$ cat config.mk
export PLATFORM = sky130hd
export DESIGN_NAME = pipeline_hazard_ctrl
export DESIGN_NICKNAME = d
export VERILOG_FILES = /design/src/rtl/pipeline_ctrl_pkg.sv /design/src/rtl/pipeline_hazard_ctrl_sat_counter.sv /design/src/rtl/pipeline_hazard_ctrl.sv
export SDC_FILE = /design/constraint.sdc
export NUM_CORES = 1
export LEC_CHECK = 0
export BUFFER_PORTS_ARGS = -buffer_cell sky130_fd_sc_hd__buf_2
export CAP_MARGIN = 10
export CORE_ASPECT_RATIO = 0.5
export CORE_MARGIN = 8
export CORE_UTILIZATION = 45
export DETAILED_ROUTE_END_ITERATION = 8
export PLACE_DENSITY = 0.84
export RECOVER_POWER = 50
export SLEW_MARGIN = 20
export SYNTH_ARGS = -nofsm -noshare
export SYNTH_HDL_FRONTEND = slang
export SYNTH_SLANG_ARGS = --single-unit
export TNS_END_PERCENT = 50
$ cat constraint.sdc
create_clock -name clk -period 2 [get_ports clk]
set_input_delay 0.3 -clock clk [delete_from_list [all_inputs] [get_ports clk]]
set_output_delay 0.3 -clock clk [all_outputs]
set_load 0.005 [all_outputs]
$ cat src/rtl/pipeline_ctrl_pkg.sv
// Shared types and constants for the pipeline stall/flush controller.
package pipeline_ctrl_pkg;

  // Controller states: normal decode, frozen on a data-memory wait, fatal timeout.
  typedef enum logic [1:0] {
    RUN    = 2'd0,
    FREEZE = 2'd1,
    ERROR  = 2'd2
  } ctrlState_t;

  // Width of a register index in the instruction encoding.
  localparam int REG_W = 5;

  // Register 0 is hard-wired to zero, so it never creates a dependency.
  localparam logic [REG_W-1:0] ZERO_REG = '0;

endpackage

$ cat src/rtl/pipeline_hazard_ctrl_sat_counter.sv
// Saturating up-counter used for the stall and redirect statistics.
module sat_counter #(
  parameter int WIDTH = 16
) (
  input  logic             clk,
  input  logic             reset,
  input  logic             clear,
  input  logic             inc,
  output logic [WIDTH-1:0] count
);

  // Count up on inc, sticking at all-ones; clear wins over inc.
  always_ff @(posedge clk or negedge reset) begin
    if (!reset) begin
      count <= '0;
    end else if (clear) begin
      count <= '0;
    end else if (inc && (count != '1)) begin
      count <= count + WIDTH'(1);
    end
  end

endmodule

$ cat src/rtl/pipeline_hazard_ctrl.sv
// Central stall/flush sequencer: turns load-use, redirect and data-memory
// wait hazards into write-enable/flush controls for the pipeline registers.
module pipeline_hazard_ctrl
  import pipeline_ctrl_pkg::*;
#(
  parameter int TIMEOUT_CYCLES = 255,
  parameter int CNT_W          = 16
) (
  input  logic             clk,
  input  logic             reset,
  input  logic [REG_W-1:0] id_rs,
  input  logic [REG_W-1:0] id_rt,
  input  logic             id_uses_rt,
  input  logic             id_jump,
  input  logic             ex_mem_read,
  input  logic [REG_W-1:0] ex_rt,
  input  logic             mem_branch_taken,
  input  logic             dmem_req,
  input  logic             dmem_ready,
  output logic             pc_en,
  output logic             if_id_en,
  output logic             id_ex_en,
  output logic             ex_mem_en,
  output logic             if_id_flush,
  output logic             id_ex_flush,
  output logic             ex_mem_flush,
  output logic             mem_wb_bubble,
  output logic [CNT_W-1:0] stall_cycles,
  output logic [CNT_W-1:0] flush_events,
  output logic             mem_timeout
);

  localparam int WAIT_W = $clog2(TIMEOUT_CYCLES + 1);

  ctrlState_t        state;
  ctrlState_t        nextState;
  logic [WAIT_W-1:0] waitCnt;
  logic [WAIT_W-1:0] nextWait;
  logic              loadUse;
  logic              stallInc;
  logic              flushInc;

  // A load in EX feeding the instruction in ID; register 0 never counts.
  assign loadUse = ex_mem_read && (ex_rt != ZERO_REG) &&
                   ((ex_rt == id_rs) || (id_uses_rt && (ex_rt == id_rt)));

  // Prioritised decode of the hazard sources into controls and next state.
  always_comb begin
    pc_en         = 1'b1;
    if_id_en      = 1'b1;
    id_ex_en      = 1'b1;
    ex_mem_en     = 1'b1;
    if_id_flush   = 1'b0;
    id_ex_flush   = 1'b0;
    ex_mem_flush  = 1'b0;
    mem_wb_bubble = 1'b0;
    nextState     = state;
    nextWait      = waitCnt;
    flushInc      = 1'b0;
    if (!reset) begin
      {pc_en, if_id_en, id_ex_en, ex_mem_en} = 4'b0000;
      {if_id_flush, id_ex_flush, ex_mem_flush, mem_wb_bubble} = 4'b1111;
    end else begin
      case (state)
        RUN: begin
          if (dmem_req && !dmem_ready) begin
            {pc_en, if_id_en, id_ex_en, ex_mem_en} = 4'b0000;
            mem_wb_bubble = 1'b1;
            nextState     = FREEZE;
            nextWait      = WAIT_W'(1);
          end else if (mem_branch_taken) begin
            if_id_flush  = 1'b1;
            id_ex_flush  = 1'b1;
            ex_mem_flush = 1'b1;
            flushInc     = 1'b1;
          end else if (id_jump) begin
            if_id_flush = 1'b1;
            flushInc    = 1'b1;
          end else if (loadUse) begin
            pc_en       = 1'b0;
            if_id_en    = 1'b0;
            id_ex_flush = 1'b1;
          end
        end
        FREEZE: begin
          if (dmem_ready) begin
            nextState = RUN;
            nextWait  = '0;
          end else begin
            {pc_en, if_id_en, id_ex_en, ex_mem_en} = 4'b0000;
            mem_wb_bubble = 1'b1;
            if (waitCnt == WAIT_W'(TIMEOUT_CYCLES)) begin
              nextState = ERROR;
            end else begin
              nextWait = waitCnt + WAIT_W'(1);
            end
          end
        end
        default: begin
          {pc_en, if_id_en, id_ex_en, ex_mem_en} = 4'b0000;
          {if_id_flush, id_ex_flush, ex_mem_flush, mem_wb_bubble} = 4'b1111;
        end
      endcase
    end
  end

  // Stall statistics cover live operation only, not the terminal error state.
  assign stallInc    = reset && !pc_en && (state != ERROR);
  assign mem_timeout = (state == ERROR);

  // State and wait counter; reset drops straight back to RUN from anywhere.
  always_ff @(posedge clk or negedge reset) begin
    if (!reset) begin
      state   <= RUN;
      waitCnt <= '0;
    end else begin
      state   <= nextState;
      waitCnt <= nextWait;
    end
  end

  sat_counter #(.WIDTH(CNT_W)) stallCounter (
    .clk   (clk),
    .reset (reset),
    .clear (1'b0),
    .inc   (stallInc),
    .count (stall_cycles)
  );

  sat_counter #(.WIDTH(CNT_W)) flushCounter (
    .clk   (clk),
    .reset (reset),
    .clear (1'b0),
    .inc   (flushInc),
    .count (flush_events)
  );

endmodule

; After elaboration in Yosys (flattened, before gate mapping)
; Cells that the tools add are included.
[classes]
addsub = 3
n_eq_ne = 11
muxes = 39
n_reduce_logical = 16
[ops]
columns = cell, n
row1 = $add 16x1->16 const B, 2
row2 = $ne 16x16->1 const B, 2
row3 = $mux 1, 25
row4 = $mux 8, 3
row5 = $pmux 8 s2, 1
row6 = $pmux 1 s2, 6
row7 = $eq 5x5->1, 2
row8 = $add 8x1->8 const B, 1
row9 = $eq 8x8->1 const B, 1
row10 = $logic_and 1x1->1, 8
row11 = $reduce_and 4->1, 2
row12 = $mux 2, 3
row13 = $ne 3x3->1 const B, 2
row14 = $reduce_bool 5->1, 1
row15 = $ne 2x2->1 const B, 2
row16 = $pmux 2 s2, 1
row17 = $eq 2x1->1 const B, 1
row18 = $eq 2x2->1 const B, 1
row19 = $logic_not 1->1, 2
row20 = $logic_not 2->1, 1
row21 = $reduce_bool 2->1, 1
row22 = $logic_or 1x1->1, 1
[word_totals]
register_bits = 42
in_bits = 23
out_inout_bits = 41
word_cells = 73

; Depth between registers and ports, before layout
; Gate-level depths: netlist (run 1).
[depth]
ltp_word = 14
mapped_depth = 9
mapped_depth_nobuf = 7

; By module
; Synthesis (run 1) repeated with hierarchy kept, for this count alone.
[unflattened]
cells_unflattened = 293
area_unflattened_um2 = 2781.4
[modules_own_cells]
columns = module, n_inst, cells_each, area_per_inst_um2, seq_area_each_um2
row1 = sat_counter (flushCounter), 1, 98, 942.2, 400.4
row2 = sat_counter (stallCounter), 1, 94, 930.9, 400.4
row3 = pipeline_hazard_ctrl, 1, 101, 908.4, 250.2

; Worst setup path before layout (run 1)
; OpenSTA, ideal clock, no wires.
[synth_path]
path_type = reg-to-reg
startpoint = register waitCnt[0]
endpoint = register waitCnt[7]
setup_ns = 0.095
t_arrival_ns = 1.996
t_required_ns = 1.905
path_slack_ns = -0.092
stages_incl_launch_ff = 10
n_path_buf = 2
period_less_slack_ns = 2.092
cell_sequence = dfrtp_1 -> ha_1 -> and3_1 -> nand3_2 -> nor4b_1 -> or3b_1 -> buf_2 -> or2_1 -> clkbuf_1 -> o31ai_1
[synth_via]
elab_chain_cells = 4
word_cells_on_any_way = 7
classes_between = add/sub: 1 / eq/ne: 2 / mux: 3 / reduce/logical: 1
[synth_lines]
columns = item, line
row1 = from (decl), pipeline_hazard_ctrl.sv:37  ; logic [WAIT_W-1:0] waitCnt;
row2 = from (signal assigned), pipeline_hazard_ctrl.sv:118  ; waitCnt <= nextWait;
row3 = $add 8x1->8, pipeline_hazard_ctrl.sv:95  ; nextWait = waitCnt + WAIT_W'(1);
row4 = $mux 8, pipeline_hazard_ctrl.sv:92  ; if (waitCnt == WAIT_W'(TIMEOUT_CYCLES)) begin
row5 = $mux 8, pipeline_hazard_ctrl.sv:86  ; if (dmem_ready) begin
row6 = $pmux 8 s2, pipeline_hazard_ctrl.sv:64  ; case (state)
; Several ways; a longest one is shown, not always the timed one. The select of a mux whose other input is x is not followed.
; A chain may end at the register's enable or synchronous reset.

; Final worst setup path (run 1)
[layout_path]
startpoint = register waitCnt[1]
endpoint = register waitCnt[2]
; Same word-level chain as after synthesis.

==> run_results.csv, run 1 <==
group,metric,value,unit
routing,routed_via_density,5.34,
grt,grtUsageTotal,15.9,%
run_status,violations,"negative setup slack",
clock_tree,cts_sinks,42,
setup_path,worst_ep_arrival_time,2.20,ns
pwr,p_leak,1.37,nW
setup_path,startpoint_type,"flop",
floorplan,start_util,46.6,%
timing,setup_slack,-0.0313,ns
routing,routed_wirelength,5990,um
routing,dr.pass1.iters,4,
setup_path,crit_fanout,8,
pwr,power_density,853,nW/um^2
final_layout,antenna_cells,0,
final_layout,final_nets,337,
floorplan,ios,64,
synth,yosysWarningCount,0,
routing,wl_per_cell,15.7,um
setup_path,cp_cell_sequence,"ha_2 > and3_4 > nand3_2 > nor4b_2 > or3b_4 > buf_4 > o21ai_0 > o21ai_1",
routing,vias,2038,
synth,synthesis.area,2300,um^2
timing,final-hold-violation-count,0,
setup_path,crit_cells,8,
setup_path,worstSetupPathType,"flop to flop",
grt,grt_pass1_vias,2061,
run_status,status,"complete, but fails checks",
routing,drtAntennaViolNets,0,
min_path,holdCritPathClass,"input port to asynchronous set/reset pin",
run,cap_violations,0,
synth,synth-main-ff-cell,"dfrtp_1",
final_layout,finish.utilization,58.8,%
pwr,peakVddDrop,0.379,mV
timing,relSlewSlack,60.3,%
setup_path,critical_path_required,2.17,ns
floorplan,row_count,18,
routing,drt-initial-drc-count,243,
clock_tree,clk_pin_slew,0.08,ns
setup_path,rr_worst_depth,8,
placement,hpwl,4380,um
timing,worst_pin_slew,0.596,ns
clock_tree,clock_path_buffers,2,
timing,post-route-period-util,102,%
synth,yosys-top-cells-count,"42 x dfrtp_1, 25 x xnor2_1, 17 x nor2_1",
clock_tree,h-tree-depth,2,
timing,maxSlewViolCount,0,
clock_tree,root_buffer,"clkbuf_8",
grt,antenna_found_initial,0,
placement,numPortBuffers,63,
synth,synth_top_area_cell,"dfrtp_1",
setup_path,worst-path-buf-inv,1,
timing,setup_viol_count_final,1,
setup_path,endpoint_kind,"flop",
timing,min_period,2.03,ns
timing,fin_tns_setup,-0.0313,ns
floorplan,die_w,117,um
clock_tree,numCtsBuffers,5,
synth,synth_edf_count,0,
final_layout,syn2layout_area_growth,26.2,%
synth,yosys.area.top_type_share,45.7,%
setup_path,path_delay_family,"simple AND/OR/NAND/NOR gates",
floorplan,die_h,66.5,um
grt,grt_max_degree,34,
placement,gp_congestion,0.830,
setup_path,crit_slowest_cell,"dfrtp_1",
floorplan,core_area,4930,um^2
synth,ys_types,40,
routing,drc_errors,0,
floorplan,die_area,7790,um^2
pwr,p_total,2.48,mW
timing,max_freq,0.492,GHz
timing,fin_skew,0.00422,ns
setup_path,slowest_delay,0.41,ns
synth,yosysMostFrequentCell,"dfrtp_1",
clock_tree,cts_tree,"done",
synth,ys_seq_area_share,45.7,%
synth,synth_seq_cells,42,
clock_tree,clock_latency,0.30,ns
grt,grt_pass1_wl,9750,um
synth,netlist_instances,231,
synth,syn_nets,257,
final_layout,drive_above_1_share,26.9,%
grt,grt-ovfl-total,0,
synth,syn_avg_cell_area,9.95,um^2
synth,async_flop_share,100,%
synth,synthTopCellsByArea,"dfrtp_1 46%, xnor2_1 9.5%, xor2_1 5.7%",
-- metrics by stage --
stage	cell area, um^2	hold WS (ns)	instances	setup WS [ns]
4_1_cts	2900	0.0662	381	0.00492
3_5_place_dp	2780	0.285	372	0.000919
3_3_place_gp	2780	0.281	372	0.104
5_1_grt	2900	0.162	382	-0.0789
6_report	2900	0.116	382	-0.0313
2_1_floorplan	2310	0.00441	231	0.0167
-- cell families (layout without fill, tap and decap cells) --
logic type	count (synthesis)	in the layout	share of synthesized area [%]
AND/OR/NAND/NOR	99	99	24.3
flip-flops	42	42	45.7
XOR/XNOR	40	40	15.2
AO/OA/AOI/OAI	33	33	9.36
buffers and inverters	11	92	2.29
adder cells (fa/ha/maj)	3	3	1.63
multiplexers	3	3	1.47
-- power breakdown --
group	total (mW)	switching [mW]	internal [mW]
clock network	0.686	0.313	0.373
registers	1.11	0.138	0.976
logic	0.676	0.349	0.327
-- path summary, 6_finish.rpt --
path	start	to	slack (ns)
setup / recovery	waitCnt[1]$_DFFE_PN0P_	waitCnt[2]$_DFFE_PN0P_	-0.03
setup reg to reg	waitCnt[1]$_DFFE_PN0P_	waitCnt[2]$_DFFE_PN0P_	-0.03
hold reg to reg	stallCounter.count[9]$_DFFE_PN0P_	stallCounter.count[9]$_DFFE_PN0P_	0.49
hold / removal	reset	state[0]$_DFFE_PN0P_	0.12
max in group asynchronous	reset	flushCounter.count[8]$_DFFE_PN0P_	0.92
min in group clk	dmem_ready	state[1]$_DFFE_PN0P_	0.44
-- per-layer routing --
metal	global-route usage [%]	part of all wire (%)	vias up
met5	0	0	-
met4	6.95	2.8	0
met3	4.33	3.9	17
met2	27.8	50	43
met1	18.1	43	999
li1	-	-	979
-- registers in the layout (all words and copies together), names as in the netlist --
signal / flops
flushCounter.count: 16
state: 2
waitCnt: 8
stallCounter.count: 16
-- layout by cell type (no fill, tap or decap), types with 3 or more instances in the layout --
master	count
buf_4	14
and4_1	3
clkbuf_8	5
and2_1	4
o21ai_0	11
o31ai_1	5
dfrtp_1	42
mux2_2	3
nor2_1	17
nand2_1	11
o21ai_1	5
xor2_1	15
inv_1	5
xnor2_1	25
and3_1	10
nand4_1	15
nor2b_1	3
clkbuf_1	16
nand2b_1	3
nor3_1	3
a21oi_1	3
nand3_1	16
buf_2	49
-- layout make-up --
class                   instances  area [um^2]
clock inverters                 2         37.5
clock buffers                   6         72.6
flip-flops and latches         42         1050
well taps                      70         87.6
multi-input cells             178         1220
repair buffers                 79          417
inverters                       5         18.8
fillers                       437         2030
-- what timing repair did --
action | CTS | global route
hold endpoints to repair | 11 | 0
buffers inserted | 0 | 1
resized for setup | 0 | 5
endpoints found under the setup margin | 0 | 9
hold buffers | 1 | 0
No activity file was read; power rests on OpenSTA's default activity.
==> run 2: changes to the inputs <==
--- a/config.mk
+++ b/config.mk
@@ -7,12 +7,11 @@
 export LEC_CHECK = 0
 export BUFFER_PORTS_ARGS = -buffer_cell sky130_fd_sc_hd__buf_2
 export CAP_MARGIN = 10
-export CORE_ASPECT_RATIO = 0.5
+export CORE_ASPECT_RATIO = 1.2
 export CORE_MARGIN = 8
 export CORE_UTILIZATION = 45
 export DETAILED_ROUTE_END_ITERATION = 8
 export PLACE_DENSITY = 0.84
-export RECOVER_POWER = 50
 export SLEW_MARGIN = 20
 export SYNTH_ARGS = -nofsm -noshare
 export SYNTH_HDL_FRONTEND = slang
==> run 2 against run 1 <==
Against the previous run: the run now ends clean; register-to-register slack improved by 0.11 ns; maximum frequency rose by 6.0%; final area rose by 0.78%; worst hold slack improved by 0.014 ns; total power fell by 0.47%; clock skew rose by 0.0062 ns; via count fell by 0.93%; first-iteration DRC count fell by 60%; core utilization rose by 0.37 points; final cell count fell by 2.6%; non-clock buffer count did not move; critical endpoint is now flushCounter.count[10]$_DFFE_PN0P_.
==> run_results.csv, run 2 (synthesized netlist as in run 1, its figures left out) <==
group,metric,value,unit
routing,dr.pass1.iters,5,
timing,worst_pin_slew,0.331,ns
floorplan,die_h,94.3,um
routing,routed_via_density,5.43,
routing,vias,2019,
setup_path,worstSetupPathType,"flop to flop",
clock_tree,cts_tree,"done",
setup_path,critical_path_required,2.19,ns
final_layout,final_nets,337,
clock_tree,clk_pin_slew,0.09,ns
routing,wl_met3,244,um
routing,highest_layer,"met4",
placement,gp_congestion,0.914,
grt,grt_max_degree,25,
routing,wl_per_cell,15.0,um
final_layout,drive_above_1_share,32.4,%
floorplan,core_area,4940,um^2
final_layout,multi_input_area,1220,um^2
placement,numPortBuffers,63,
pwr,power_density,843,nW/um^2
setup_path,crit_fanout,8,
setup_path,startpoint_type,"flop",
clock_tree,clock_latency,0.30,ns
setup_path,cp-startpoint,"state[1]$_DFFE_PN0P_",
setup_path,critPathCapture,"flushCounter.count[10]$_DFFE_PN0P_",
routing,drt-initial-drc-count,96,
pwr,p_total,2.46,mW
pwr,p_leak,1.43,nW
timing,fin_skew,0.0104,ns
setup_path,r2r_start,"state[1]$_DFFE_PN0P_",
routing,drc_errors,0,
timing,min_period,1.92,ns
timing,setup_viol_count_final,0,
timing,rsz0062_at_grt,"false",
setup_path,endpoint_kind,"flop",
clock_tree,numCtsBuffers,5,
grt,antenna_found_initial,0,
floorplan,ios,64,
routing,wl_met2,2980,um
grt,grt_pass1_wl,9140,um
final_layout,nFillCells,402,
final_layout,antenna_cells,0,
clock_tree,root_buffer,"clkbuf_8",
routing,routed_wirelength,5590,um
timing,maxSlewViolCount,0,
routing,drtAntennaViolNets,0,
clock_tree,clock_path_buffers,2,
floorplan,start_util,46.5,%
setup_path,r2r-end,"flushCounter.count[10]$_DFFE_PN0P_",
setup_path,reg2reg_slack,0.08,ns
clock_tree,cts_sinks,42,
timing,relSlewSlack,77.7,%
routing,m1WireLength,2280,um
timing,fin_tns_setup,0,ns
final_layout,mostFrequentLayoutCells,"63 x buf_2, 41 x dfrtp_1, 25 x xnor2_1, 17 x nor2_1, 16 x nand3_1",
run,cap_violations,0,
final_layout,final_common_cell,"buf_2",
placement,hpwl,4360,um
final_layout,largest_registers,"flushCounter.count: 16 flops, stallCounter.count: 16 flops, waitCnt: 8 flops",
timing,final-hold-violation-count,0,
setup_path,rr_worst_depth,5,
clock_tree,h-tree-depth,2,
grt,grt_pass1_vias,2055,
timing,max_freq,0.522,GHz
floorplan,die_w,81.2,um
grt,grtUsageTotal,15.0,%
timing,post-route-period-util,95.8,%
floorplan,row_count,28,
floorplan,die_area,7660,um^2
final_layout,syn2layout_area_growth,27.2,%
clock_tree,post-cts-setup-buffers,0,
grt,grt-ovfl-total,0,
run_status,status,"finished clean",
pwr,peakVddDrop,0.725,mV
setup_path,worst_ep_arrival_time,2.10,ns
min_path,holdCritPathClass,"input port to asynchronous set/reset pin",
final_layout,seq_area,1050,um^2
run 2: cell types whose count changed in the layout (fill, tap and decap cells not counted), moves of 2 or more:
| cell | before | now |
|---|---|---|
| o21ai_1 | 5 | 7 |
| clkbuf_1 | 16 | 0 |
| buf_2 | 49 | 63 |
| o21ai_0 | 11 | 9 |
run 2: metal layers:
| layer | global-route usage, % | up-vias |
|---|---|---|
| met5 | 0 | - |
| met4 | 4.63 | 0 |
| met3 | 4.60 | 8 |
| met2 | 26.2 | 42 |
| met1 | 16.8 | 986 |
| li1 | - | 983 |
run 2: what timing repair did:
item	CTS	global route
endpoints found under the hold margin	18	0
hold buffers	2	0
endpoints found under the setup margin	0	12
resized for setup	0	9
run 2: worst min path at each step:
stage | from | end | slack (ns)
after CTS | reset | stallCounter.count[5]$_DFFE_PN0P_ | 0.14
final | reset | stallCounter.count[5]$_DFFE_PN0P_ | 0.13
after global placement | reset | state[0]$_DFFE_PN0P_ | 0.24
after detailed placement | reset | state[0]$_DFFE_PN0P_ | 0.24
after floorplan | reset | flushCounter.count[0]$_DFFE_PN0P_ | 0.004
after global routing | reset | stallCounter.count[5]$_DFFE_PN0P_ | 0.17
run 2: stage by stage:
| stage | setup WS, ns | cells | utilization (%) | hold slack [ns] | area (um^2) |
|---|---|---|---|---|---|
| after floorplan | 0.0167 | 231 | - | 0.00441 | 2310 |
| after global placement | 0.0887 | 362 | 56.0 | 0.243 | 2770 |
| after detailed placement | 0.0326 | 362 | 56.0 | 0.244 | 2770 |
| after CTS | 0.0329 | 372 | 58.7 | 0.138 | 2900 |
| after global routing | 0.00557 | 372 | 59.2 | 0.170 | 2920 |
| final | 0.0835 | 372 | 59.2 | 0.130 | 2920 |
run 2: where the power goes:
| group | internal, mW | switching, mW |
|---|---|---|
| Combinational | 0.328 | 0.340 |
| Sequential | 0.976 | 0.134 |
| Clock | 0.374 | 0.311 |
run 2: critical path: stages, from the launching register on:
cell and delay, ns:
dfrtp_2 0.46, or4_4 0.54, a311oi_4 0.31, and2_4 0.21, nand4_1 0.12, xnor2_1 0.15
run 2: final cells by class:
cell class,count,share of cell area (%)
multi-input cells,178,41.9
flip-flops and latches,42,36.0
repair buffers,79,15.1
well taps,60,2.57
clock buffers,5,2.35
clock inverters,3,1.50
inverters,5,0.642
==> run 3: changes to the inputs <==
--- a/config.mk
+++ b/config.mk
@@ -5,12 +5,14 @@
 export SDC_FILE = /design/constraint.sdc
 export NUM_CORES = 1
 export LEC_CHECK = 0
-export BUFFER_PORTS_ARGS = -buffer_cell sky130_fd_sc_hd__buf_2
+export BUFFER_PORTS_ARGS = -buffer_cell sky130_fd_sc_hd__buf_4
 export CAP_MARGIN = 10
 export CORE_ASPECT_RATIO = 1.2
 export CORE_MARGIN = 8
 export CORE_UTILIZATION = 45
+export CTS_CLUSTER_DIAMETER = 30
 export DETAILED_ROUTE_END_ITERATION = 8
+export GPL_TIMING_DRIVEN = 0
 export PLACE_DENSITY = 0.84
 export SLEW_MARGIN = 20
 export SYNTH_ARGS = -nofsm -noshare
==> run 3 against run 2 <==
Against the previous run: the flow now finishes with violations (negative setup slack); combinational power up 19%; non-clock buffer count is 3 higher; clock power is 22% lower; total power down 0.55%; clock skew decreased by 0.0037 ns; wire length increased by 7.9%; final area is 8.1% higher; die area unchanged; first-iteration DRC count down 6.3%; largest power group unchanged.
==> run_results.csv, run 3 (synthesized netlist as in run 1, its figures left out) <==
group,metric,value,unit
pwr,peakVddDrop,0.572,mV
grt,grtUsageTotal,16.0,%
clock_tree,cts_tree,"done",
setup_path,reg2reg_slack,-0.05,ns
final_layout,multi_input_area,1290,um^2
routing,drc_errors,0,
floorplan,ios,64,
clock_tree,numCtsBuffers,5,
setup_path,r2r_start,"waitCnt[1]$_DFFE_PN0P_",
placement,gp_congestion,0.857,
final_layout,final_common_cell,"buf_4",
final_layout,finish.utilization,64.0,%
timing,post-route-period-util,103,%
setup_path,worst_ep_arrival_time,2.25,ns
timing,max_freq,0.487,GHz
final_layout,drive_above_1_share,35.6,%
final_layout,design_area,3160,um^2
placement,numPortBuffers,63,
final_layout,nFillCells,399,
timing,worst_pin_slew,0.450,ns
final_layout,final_nets,340,
floorplan,start_util,46.5,%
grt,grt_pass1_wl,9980,um
setup_path,critical_path_required,2.20,ns
clock_tree,clk_pin_slew,0.08,ns
timing,hold_ws,0.237,ns
min_path,min-delay-start,"reset",
final_layout,mostFrequentLayoutCells,"77 x buf_4, 40 x dfrtp_1, 25 x xnor2_1, 17 x nor2_1, 16 x nand3_1",
timing,rsz0062_at_grt,"true",
timing,setup_viol_count_final,4,
timing,final-hold-violation-count,0,
routing,routed_wirelength,6030,um
clock_tree,root_buffer,"clkbuf_8",
clock_tree,clock_latency,0.29,ns
routing,routed_via_density,5.56,
setup_path,slowest_delay,0.41,ns
setup_path,worst-path-buf-inv,1,
timing,setup_slack,-0.0542,ns
floorplan,die_h,94.3,um
run,cap_violations,0,
grt,grt-ovfl-total,0,
routing,drtAntennaViolNets,0,
setup_path,rr_worst_depth,8,
floorplan,die_area,7660,um^2
clock_tree,h-tree-depth,2,
floorplan,die_w,81.2,um
routing,vias,2085,
timing,min_period,2.05,ns
setup_path,crit_fanout,7,
setup_path,path_delay_family,"simple AND/OR/NAND/NOR gates",
setup_path,crit_slowest_cell,"dfrtp_1",
setup_path,crit_cells,8,
floorplan,core_area,4940,um^2
final_layout,antenna_cells,0,
clock_tree,cts_sinks,42,
setup_path,endpoint_kind,"flop",
clock_tree,clock_path_buffers,2,
pwr,power_density,775,nW/um^2
final_layout,seq_area,1050,um^2
placement,hpwl,4330,um
timing,fin_skew,0.00666,ns
timing,relSlewSlack,69.7,%
min_path,holdCritPathClass,"input port to flop",
final_layout,syn2layout_area_growth,37.6,%
setup_path,cp_cell_sequence,"ha_2 > and3_4 > nand3_4 > nor4b_2 > or3b_1 > buf_6 > or2_4 > o31ai_2",
grt,grt_pass1_vias,2183,
routing,dr.pass1.iters,4,
routing,wl_per_cell,16.1,um
pwr,p_leak,1.49,nW
setup_path,worstSetupPathType,"flop to flop",
setup_path,r2r-end,"waitCnt[4]$_DFFE_PN0P_",
routing,drt-initial-drc-count,90,
grt,grt_max_degree,43,
run_status,status,"complete, but fails checks",
floorplan,row_count,28,
timing,maxSlewViolCount,0,
grt,antenna_found_initial,0,
setup_path,startpoint_type,"flop",
min_path,hold-path-endpoint,"state[1]$_DFFE_PN0P_",
min_path,min_delay_path_depth,2,
placement,placed_cell_area,2860,um^2
final_layout,largest_registers,"flushCounter.count: 16 flops, stallCounter.count: 16 flops, waitCnt: 8 flops",
run_status,violations,"negative setup slack",
[run 3: where the power goes]
| part | switching (mW) | internal (mW) |
|---|---|---|
| combinational | 0.370 | 0.429 |
| sequential | 0.140 | 0.976 |
| clock | 0.289 | 0.246 |
[run 3: cell type report]
cell class,instances,share of cell area [%]
sequential,42,33.3
clock buffer,6,2.30
timing repair buffer,77,18.9
buffer,5,1.23
inverter,5,0.594
tap,60,2.37
clock inverter,2,0.435
multi-input combinational,178,40.9
[run 3: worst register-to-register path: stages (launching register included)]
cell and delay [ns]:
dfrtp_1 0.41, ha_2 0.20, and3_4 0.19, nand3_4 0.09, nor4b_2 0.06, or3b_1 0.39, buf_6 0.14, or2_4 0.30
o31ai_2 0.19
[run 3: how the worst max path moves through the flow]
| stage | from | end |
|---|---|---|
| 3_5_place_dp | reset | flushCounter.count[14]$_DFFE_PN0P_ |
| 3_3_place_gp | reset | flushCounter.count[10]$_DFFE_PN0P_ |
| 2_1_floorplan | waitCnt[1]$_DFFE_PN0P_ | waitCnt[6]$_DFFE_PN0P_ |
| 5_1_grt | waitCnt[1]$_DFFE_PN0P_ | waitCnt[6]$_DFFE_PN0P_ |
| 6_report | waitCnt[1]$_DFFE_PN0P_ | waitCnt[4]$_DFFE_PN0P_ |
| 4_1_cts | waitCnt[0]$_DFFE_PN0P_ | waitCnt[6]$_DFFE_PN0P_ |
[run 3: metal layers]
layer,up-vias,GRT usage (%),wire length [um]
met5,-,0,0
met4,0,5.97,106
met3,15,3.35,238
met2,53,28.3,3260
met1,1026,18.1,2430
li1,991,-,-
[run 3: stage by stage]
| stage | setup slack, ns | setup TNS, ns | power, mW | std cells |
|---|---|---|---|---|
| 6_report | -0.0542 | -0.127 | 2.45 | 375 |
| 5_1_grt | -0.173 | -0.775 | 2.60 | 375 |
| 4_1_cts | -0.0106 | -0.0147 | 2.42 | 367 |
| 3_5_place_dp | -0.493 | -9.91 | 1.84 | 354 |
| 3_3_place_gp | -0.449 | -8.38 | 1.81 | 354 |
| 2_1_floorplan | 0.0167 | 0 | 1.49 | 231 |
[run 3: what timing repair did]
action	in CTS	in global routing
pin swaps	4	6
hold buffers	2	0
setup buffers	4	8
endpoints found under the hold margin	42	0
gates resized for setup	8	16
endpoints found under the setup margin	21	27
